===== config.mk =====
export PLATFORM = sky130hd
export DESIGN_NAME = serial_adder_n
export DESIGN_NICKNAME = d
export VERILOG_FILES = /design/src/rtl/arith_pkg.sv /design/src/rtl/fa_cell.sv /design/src/rtl/serial_adder_n.sv
export SDC_FILE = /design/constraint.sdc
export NUM_CORES = 1
export LEC_CHECK = 0
export CORE_MARGIN = 1
export CORE_UTILIZATION = 25
export DETAILED_ROUTE_END_ITERATION = 8
export SETUP_SLACK_MARGIN = 0.15
export SYNTH_ARGS = -nofsm -noshare
export SYNTH_HDL_FRONTEND = slang
export SYNTH_HIERARCHICAL = 1
export SYNTH_SLANG_ARGS = --single-unit

===== constraint.sdc =====
create_clock -name clk -period 3 [get_ports clk]
set_clock_uncertainty 0.2 [all_clocks]
set_input_delay 0.6 -clock clk [delete_from_list [all_inputs] [get_ports clk]]
set_output_delay 0.6 -clock clk [all_outputs]
set_load 0.02 [all_outputs]

===== src/rtl/arith_pkg.sv =====
// rtl/arith_pkg.sv - shared state type and sizing helpers for the serial adder
package arith_pkg;

  typedef enum logic [1:0] {
    IDLE = 2'd0,
    RUN  = 2'd1,
    DONE = 2'd2
  } state_e;

  // Beat counter must hold values up to WIDTH/DIGIT.
  function automatic int cnt_width(input int width, input int digit);
    return $clog2(width / digit + 1);
  endfunction

  function automatic bit digit_divides(input int width, input int digit);
    return (digit > 0) && (width % digit == 0);
  endfunction

endpackage


===== src/rtl/fa_cell.sv =====
// rtl/fa_cell.sv - combinational one-bit full adder
module fa_cell (
  input  logic a,
  input  logic b,
  input  logic cin,
  output logic sum,
  output logic cout
);

  assign sum  = a ^ b ^ cin;
  assign cout = (a & b) | (cin & (a ^ b));

endmodule


===== src/rtl/serial_adder_n.sv =====
// rtl/serial_adder_n.sv - multi-cycle add/subtract resolving DIGIT bits per clock
module serial_adder_n #(
  parameter int WIDTH = 8,
  parameter int DIGIT = 1
) (
  input  logic             clk,
  input  logic             rst_n,
  input  logic             start,
  input  logic [WIDTH-1:0] a,
  input  logic [WIDTH-1:0] b,
  input  logic             cin,
  input  logic             sub,
  output logic             busy,
  output logic             done,
  output logic [WIDTH-1:0] sum,
  output logic             cout,
  output logic             ovf
);
  import arith_pkg::*;

  localparam int K  = WIDTH / DIGIT;
  localparam int CW = cnt_width(WIDTH, DIGIT);
  localparam logic [CW-1:0] LAST_BEAT = CW'(K - 1);

  if (!digit_divides(WIDTH, DIGIT)) begin : g_bad_digit
    $error("serial_adder_n: DIGIT must divide WIDTH");
  end

  state_e           state_q, state_d;
  logic [CW-1:0]    cnt_q, cnt_d;
  logic [WIDTH-1:0] a_q, a_d;
  logic [WIDTH-1:0] b_q, b_d;
  logic             carry_q, carry_d;
  logic [WIDTH-1:0] psum_q, psum_d;
  logic [WIDTH-1:0] sum_q, sum_d;
  logic             cout_q, cout_d;
  logic             ovf_q, ovf_d;

  logic [DIGIT:0]   chain_c;
  logic [DIGIT-1:0] digit_sum;
  logic [WIDTH-1:0] psum_nx;

  assign chain_c[0] = carry_q;

  for (genvar g = 0; g < DIGIT; g++) begin : g_cell
    fa_cell u_fa (
      .a    (a_q[g]),
      .b    (b_q[g]),
      .cin  (chain_c[g]),
      .sum  (digit_sum[g]),
      .cout (chain_c[g+1])
    );
  end

  // New digit enters at the MSB end so after K beats bit 0 sits at bit 0.
  assign psum_nx = (psum_q >> DIGIT) | (WIDTH'(digit_sum) << (WIDTH - DIGIT));

  always_comb begin
    state_d = state_q;
    cnt_d   = cnt_q;
    a_d     = a_q;
    b_d     = b_q;
    carry_d = carry_q;
    psum_d  = psum_q;
    sum_d   = sum_q;
    cout_d  = cout_q;
    ovf_d   = ovf_q;
    case (state_q)
      IDLE, DONE: begin
        state_d = IDLE;
        if (start) begin
          state_d = RUN;
          cnt_d   = '0;
          a_d     = a;
          b_d     = sub ? ~b : b;
          carry_d = sub ? 1'b1 : cin;
          psum_d  = '0;
        end
      end
      RUN: begin
        a_d     = a_q >> DIGIT;
        b_d     = b_q >> DIGIT;
        carry_d = chain_c[DIGIT];
        psum_d  = psum_nx;
        cnt_d   = cnt_q + CW'(1);
        if (cnt_q == LAST_BEAT) begin
          state_d = DONE;
          sum_d   = psum_nx;
          cout_d  = chain_c[DIGIT];
          // On the last beat the top cell is bit WIDTH-1.
          ovf_d   = chain_c[DIGIT] ^ chain_c[DIGIT-1];
        end
      end
      default: state_d = IDLE;
    endcase
  end

  always_ff @(posedge clk or negedge rst_n) begin
    if (!rst_n) begin
      state_q <= IDLE;
      cnt_q   <= '0;
      a_q     <= '0;
      b_q     <= '0;
      carry_q <= 1'b0;
      psum_q  <= '0;
      sum_q   <= '0;
      cout_q  <= 1'b0;
      ovf_q   <= 1'b0;
    end else begin
      state_q <= state_d;
      cnt_q   <= cnt_d;
      a_q     <= a_d;
      b_q     <= b_d;
      carry_q <= carry_d;
      psum_q  <= psum_d;
      sum_q   <= sum_d;
      cout_q  <= cout_d;
      ovf_q   <= ovf_d;
    end
  end

  assign busy = (state_q == RUN);
  assign done = (state_q == DONE);
  assign sum  = sum_q;
  assign cout = cout_q;
  assign ovf  = ovf_q;

endmodule


* After elaboration in Yosys (flattened, before gate mapping)
Cells that the tools add are included.
** Storage, ports and cells
- Flip-flop bits (word level) :: 41
- Input port bits :: 21
- Output and inout bits :: 12
- Logic and storage cells :: 43
** Cells by class
- Add/sub/neg operators :: 1
- Equality and inequality tests :: 5
- Muxes and demuxes :: 15
- Bitwise logic cells :: 8
- Reductions and logical operators :: 5
** Operator list (count)
- one-hot mux 8 bit (2 select lines) :: 3
- 2-to-1 mux 8 bit :: 4
- inverter 8 bit :: 1
- bitwise OR 7 x 8 -> 8 bit :: 1
- one-hot mux 4 bit (2 select lines) :: 1
- adder 4 x 1 -> 4 bit, second input constant :: 1
- == test 4 x 3 -> 1 bit, second input constant :: 1
- 2-to-1 mux 4 bit :: 1
- one-hot mux 2 bit (2 select lines) :: 1
- AND reduction 2 bit :: 2
- 2-to-1 mux 1 bit :: 3
- bitwise XOR 1 bit :: 3
- AND 1 bit :: 2
- == test 2 x 1 -> 1 bit, second input constant :: 1
- == test 2 bit, second input constant :: 1
- logical NOT 2 bit :: 1
- 2-to-1 mux 2 bit :: 1
- inequality test 2 x 1 -> 1 bit, second input constant :: 1
- inequality test 2 bit, second input constant :: 1
- one-hot mux 1 bit (2 select lines) :: 1
- nonzero test 2 bit :: 1
- OR reduction 2 bit :: 1
- bitwise OR 1 bit :: 1

* Longest topological paths before layout
Gate-level depths: netlist of run 1.
- Depth after elaboration :: 4
- Mapped depth :: 5
- Gate-level depth less buffers :: 4

* Cells and area by module
The synthesis of run 1 kept the hierarchy.
** Modules (own cells, without submodules)
- serial_adder_n :: times used 1, cells each 126, area an instance 1682.9 um^2, sequential area each 1001.0 um^2
- fa_cell :: times used 1, cells each 1, area an instance 20.0 um^2, sequential area each 0.0 um^2

* Worst setup path before layout of run 1
Ideal clock, no wire load.
- Path type :: reg-to-output
- Start point :: register state_q[1]
- End point :: output port busy
- Arrival time :: 1014 ps
- Required time :: 2200 ps
- Slack :: 1186 ps
- Cell stages (with the launch flop) :: 4
- Path buffers :: 2
- Cells stage by stage :: dfrtp_1 -> and2b_1 -> buf_2 -> buf_2
** On the way
- Longest elaborated chain between the ends :: 1
** RTL lines
- start, declared :: RTL line serial_adder_n.sv:29 : state_e state_q, state_d;
- start signal, assigned :: RTL line serial_adder_n.sv:110 : state_q <= state_d;
- == test 2 x 1 -> 1 bit :: RTL line serial_adder_n.sv:122 : assign busy = (state_q == RUN);
- end, declared :: RTL line serial_adder_n.sv:13 : output logic busy,
Every way passes these cells.

* Worst setup path after layout of run 1
Same ends and word-level chain as after synthesis.

==> results of run 1 <==
## per-layer routing
metal / vias to the layer above / GRT usage (%)
li1: 535 / -
met1: 541 / 12.3
met2: 30 / 14.3
met3: 7 / 3.15
met4: 0 / 4.16
met5: - / 0
## cells in the mapped netlist
cell type	n	area share [%]
a21o_1	7	3.1
a221o_1	8	4.7
a22o_1	18	9.3
and2b_1	1	0.44
buf_2	6	1.8
buf_6	1	0.66
clkbuf_1	2	0.44
dfrtp_1	40	59
fa_1	1	1.2
ha_1	1	0.73
mux2_2	11	7.3
mux2i_1	2	1.2
nand2_1	3	0.66
nand2b_1	1	0.37
nand4_1	1	0.37
nor2_1	9	2.0
nor2_2	1	0.37
nor2b_1	3	1.1
nor3b_2	1	0.73
o21ai_0	1	0.29
xnor2_1	7	3.6
xor2_1	2	1.0
## layout by cell type (no fill, tap or decap)
| cell type | n |
|---|---|
| nand2_1 | 3 |
| buf_2 | 1 |
| a21o_1 | 7 |
| nand2b_1 | 1 |
| clkbuf_8 | 5 |
| nor2_2 | 1 |
| a221o_1 | 8 |
| clkinv_2 | 1 |
| and2b_1 | 1 |
| clkbuf_1 | 1 |
| o21ai_0 | 1 |
| ha_1 | 1 |
| mux2_2 | 11 |
| nor2_1 | 9 |
| a22o_1 | 18 |
| dfrtp_1 | 40 |
| nor3b_2 | 1 |
| nor2b_1 | 3 |
| bufinv_16 | 1 |
| fa_1 | 1 |
| mux2i_1 | 2 |
| nand4_1 | 1 |
| xnor2_1 | 7 |
| xor2_1 | 2 |
| clkdlybuf4s50_1 | 31 |
| buf_4 | 4 |
## worst max-delay path, cell delays in order, from the launching register on
cell and delay [ps]:
dfrtp_1 370, and2b_1 240, clkdlybuf4s50_1 620
## per-stage QoR
stage	worst slack (ps)	hold slack, ps	total power, mW
final	683	224	2.24
after global routing	631	289	2.39
after CTS	649	249	2.27
after detailed placement	701	265	1.84
after global placement	720	260	1.82
after floorplan	1190	104	1.54
## path summary, 6_finish.rpt
| kind | startpoint | to |
|---|---|---|
| min reg2reg | a_q[3] | a_q[3] |
| max in group asynchronous | rst_n | a_q[7] |
| min | rst_n | sum[5] |
| max | state_q[1] | busy |
| max reg2reg | state_q[1] | sum[7] |
| min in group clk | a_q[3] | a_q[3] |
## logic make-up after synthesis
| logic type | Yosys count | synth area share [%] |
|---|---|---|
| AND/OR/NAND/NOR | 20 | 6.03 |
| buffers and inverters | 9 | 2.87 |
| XOR/XNOR | 9 | 4.63 |
| adder cells (fa/ha/maj) | 2 | 1.91 |
| flip-flops | 40 | 58.8 |
| AO/OA/AOI/OAI | 34 | 17.3 |
| multiplexers | 13 | 8.45 |
## sequential cells by signal, indices dropped and copies added (netlist names)
name / flops
a_q: 8
b_q: 8
carry_q: 1
cnt_q: 4
cout: 1
ovf: 1
psum_q: 7
state_q: 2
sum: 8
## cell type report
class / count / share of cell area, %
clock buffers: 6 / 3.29
clock inverters: 2 / 1.59
multi-input cells: 78 / 29.6
flip-flops and latches: 40 / 45.4
well taps: 77 / 4.37
repair buffers: 36 / 15.7
## power by group
group / total [mW] / switching [mW] / leakage [nW] / internal, mW
registers: 0.928 / 0.151 / 0.511 / 0.776
logic: 0.895 / 0.409 / 0.439 / 0.485
clock network: 0.422 / 0.175 / 0.0552 / 0.247
==> flow_metrics.tcl, run 1 <==
set metrics [dict create \
    status "complete, but fails checks" \
    violations "DRC" \
    layout-drive-gt1-share_pct 15.4 \
    antennaDiodeCount 0 \
    core_mm2 0.00646 \
    wl_met3_um 147 \
    cp-end-kind "primary output" \
    multiInputGateArea_um2 653 \
    fin_nets 184 \
    ys_seq_area_share_pct 58.8 \
    yosysWarnings 6 \
    num-fill-cells 650 \
    grt_max_degree 41 \
    gp_congestion 0.739 \
    post-route-period-util_pct 77.2 \
    ant_nets 0 \
    grt_pass1_wl_mm 5.20 \
    ir_drop_mv 0.266 \
    seq_area_mm2 0.00100 \
    syn-mean-instance-area_um2 13.4 \
    stdcell_count 239 \
    place_inst 231 \
    port_buffers 32 \
    worst_pin_slew_ps 872 \
    wl_met2_mm 1.34 \
    viasPerCell 4.66 \
    htree_num_levels 2 \
    hold_viol 0 \
    numCtsBuffers 5 \
    cts_tree "built" \
    synth_nets 150 \
    p_leak_nw 1.00 \
    die-area_mm2 0.00715 \
    clock_latency_ps 290 \
    clk_path_buf_depth 2 \
    first_pass_iters 8 \
    maxCapViolCount 0 \
    rsz0062_at_grt "no" \
    grt_pass1_vias 1094 \
    routedWlPerCell_um 12.7 \
    m1WireLength_mm 1.50 \
    cts_num_sinks 40 \
    fmax_mhz 432 \
    power_density_mw_per_mm2 1020 \
    startpoint_type "register" \
    dr_total_vias 1113 \
    maxSlewViolCount 0 \
    post_cts_resized 0 \
    slew_headroom_pct 41.9 \
    start_util_pct 26.4 \
    area_delta_synth_final_pct 29.4 \
    cp_data_arrival_time_ps 1520 \
    period_needed_ps 2320 \
    num_rows 29 \
    die_w_um 84.5 \
    postCtsSetupRepairBufs 0 \
    crit_type "register to primary output" \
    holdBufCountCts 0 \
    die_h_um 84.5 \
    root_buffer "clkbuf_8" \
    path_clk_slew_ps 70 \
    netlist_area_mm2 0.00170 \
    crit_fanout 2 \
    setup_tns_ps 0 \
    synth_cell_types 22 \
    required_ps 2200 \
    grt_usage_pct 9.44 \
    setup_viol 0 \
    wl_mm 3.04 \
    grt-ovfl-total 0 \
    routed.top_layer "met4" \
    synth_cells 127 \
    drc 2 \
    ys_ff_latch 40 \
    dp_hpwl_mm 2.10 \
    antenna_found_initial 0 \
    drtIter0Drc 52 \
    r2r_slack_ps 970 \
    final_util_pct 34.1 \
    ios 33 \
    final_area_mm2 0.00220 \
    hold_path_class "primary input to async pin" \
    rr_worst_depth 5 \
    dpl_cell_area_mm2 0.00210 \
]
Power figures use the tool's default switching activity.
==> run 2, diff against run 1 <==
- clock period: 3 -> 2.1 ns (I/O delays scaled with it)
==> run 2 against run 1 <==
  * The flow still finishes with violations (DRC)
  * First-iteration DRC count increased by 9.6%
  * Cell area up 2.5%
  * Via count barely moved
  * Routed wire length is 2.9% higher
  * Cell count up 1.7%
  * Worst hold slack better by 57 ps
  * Non-clock buffer count is 4 higher
  * Sequential power increased by 42%
  * Setup slack got worse by 470 ps
  * Die area is the same
  * Count of clock-buffer cells in the layout up 1
  * Total power grew 47%
  * Highest routed layer unchanged
==> flow_metrics.tcl, run 2 (synthesized netlist as in run 1, its figures left out) <==
set metrics [dict create \
    status "complete, but fails checks" \
    violations "DRC" \
    die_w_um 84.5 \
    hold_path_class "register to register" \
    slew_headroom_pct 61.0 \
    wl_mm 3.13 \
    cts_num_sinks 40 \
    p_int_mw 2.24 \
    grt_pass1_wl_mm 5.43 \
    die-area_mm2 0.00715 \
    post-route-period-util_pct 89.9 \
    worst_pin_slew_ps 584 \
    cpPeakStageDelay_ps 420 \
    fmax_mhz 529 \
    dpl_cell_area_mm2 0.00211 \
    drtIter0Drc 57 \
    combPwrFrac_pct 39.5 \
    fin_nets 188 \
    dr_total_vias 1112 \
    required_ps 1480 \
    cp_slowest_cell "dfrtp_1" \
    crit_type "register to primary output" \
    area_delta_synth_final_pct 32.6 \
    ir_drop_mv 0.422 \
    hold_viol 0 \
    cp_data_arrival_time_ps 1270 \
    num_rows 29 \
    p_switching_mw 1.06 \
    sequentialPowerShare_pct 40.0 \
    ios 33 \
    final_area_mm2 0.00226 \
    grt_max_degree 41 \
    clk_path_buf_depth 2 \
    gp_congestion 0.721 \
    period_needed_ps 1890 \
    path_clk_slew_ps 70 \
    core_mm2 0.00646 \
    maxSlewViolCount 0 \
    port_buffers 32 \
    grt_usage_pct 9.94 \
    ant_nets 0 \
    pwr-share-clk_pct 20.5 \
    clock_latency_ps 290 \
    antennaDiodeCount 0 \
    rsz0062_at_grt "no" \
    dp_hpwl_mm 2.19 \
    htree_num_levels 2 \
    antenna_found_initial 0 \
    crit_fanout 4 \
    num-fill-cells 643 \
    startpoint_type "register" \
    start_util_pct 26.4 \
    grt_pass1_vias 1148 \
    place_inst 233 \
    die_h_um 84.5 \
    drc 4 \
    root_buffer "clkbuf_8" \
    layout_common_cells "dfrtp_1, clkdlybuf4s50_1, a22o_1, mux2_2, nor2_1" \
    grt-ovfl-total 0 \
    cp_cell_sequence "and2b_2, dlygate4sd2_1" \
    stdcell_count 243 \
    maxCapViolCount 0 \
    viasPerCell 4.58 \
    routedWlPerCell_um 12.9 \
    setup_viol 0 \
    numCtsBuffers 5 \
    power_density_mw_per_mm2 1460 \
    cts_tree "built" \
    first_pass_iters 6 \
    layout-drive-gt1-share_pct 18.1 \
    layout_commonest_cell "dfrtp_1" \
    cp-end-kind "primary output" \
    swShare_pct 32.1 \
    p_leak_nw 1.04 \
]
-- run 2: cell count changes in the layout (fill, tap and decap cells not counted), moves of 2 or more --
cell and change:
buf_4 +3, clkbuf_8 +2, clkdlybuf4s50_1 -2, dlygate4sd2_1 +2
-- run 2: repair_timing --
| action | 4_1_cts | 5_1_grt |
|---|---|---|
| setup endpoints to repair | 28 | 1 |
| buffers inserted | 0 | 1 |
| gates resized for setup | 3 | 1 |
| hold buffers | 1 | 0 |
| hold endpoints to repair | 37 | 0 |
-- run 2: critical path, delay by kind of cell, from the launching register on --
family        cells  cell delay [ps]
simple gates      1              240
buf+inv           1              320
flops             1              420
-- run 2: area by class of cell --
class                      instances  area, µm²  area share (%)
tap                               77       96.3            4.27
clock buffer                       7       96.3            4.27
clock inverter                     1       30.0            1.33
multi-input combinational         78        659            29.2
sequential                        40       1000            44.3
timing repair buffer              40        375            16.6
-- run 2: final timing paths --
check                      cells past startpoint   endpoint       start  slack (ps)
max in group asynchronous                      3     a_q[0]       rst_n         850
hold / removal                                 1     a_q[3]      a_q[3]         280
hold reg to reg                                1     a_q[3]      a_q[3]         280
min in group asynchronous                      3  psum_q[3]       rst_n         510
setup / recovery                               2       busy  state_q[0]         210
setup reg to reg                               4   cnt_q[0]  state_q[0]         290
-- run 2: stage by stage --
stage	utilization, %	hold slack [ps]	TNS (ps)	setup WS, ps	power (mW)
2_1_floorplan	-	-75.6	0	466	2.20
3_3_place_gp	32.7	259	-4140	-211	2.61
3_5_place_dp	32.7	265	-5660	-267	2.66
4_1_cts	34.8	284	0	41.8	3.34
5_1_grt	35.0	293	0	162	3.53
6_report	35.0	281	0	211	3.31
-- run 2: power groups by stage --
| stage | clock network [mW] | registers [mW] | logic (mW) |
|---|---|---|---|
| floorplan | 0 | 1.38 | 0.823 |
| global placement | 0 | 1.34 | 1.28 |
| detailed placement | 0 | 1.34 | 1.32 |
| CTS | 0.701 | 1.33 | 1.31 |
| global route | 0.728 | 1.37 | 1.44 |
| finish | 0.678 | 1.32 | 1.30 |
-- run 2: per-layer routing --
metal  GRT usage (%)  wire length, µm  up-vias
li1                -                -      541
met1            12.9             1540      535
met2            15.1             1390       30
met3            2.95              140        6
met4            5.08               56        0
met5               0                0        -
==> run 3, diff against run 2 <==
- SKIP_LAST_GASP: not set -> 1
==> results of run 3 <==
No change in the layout: final DEF, timing and power equal those of run 2.
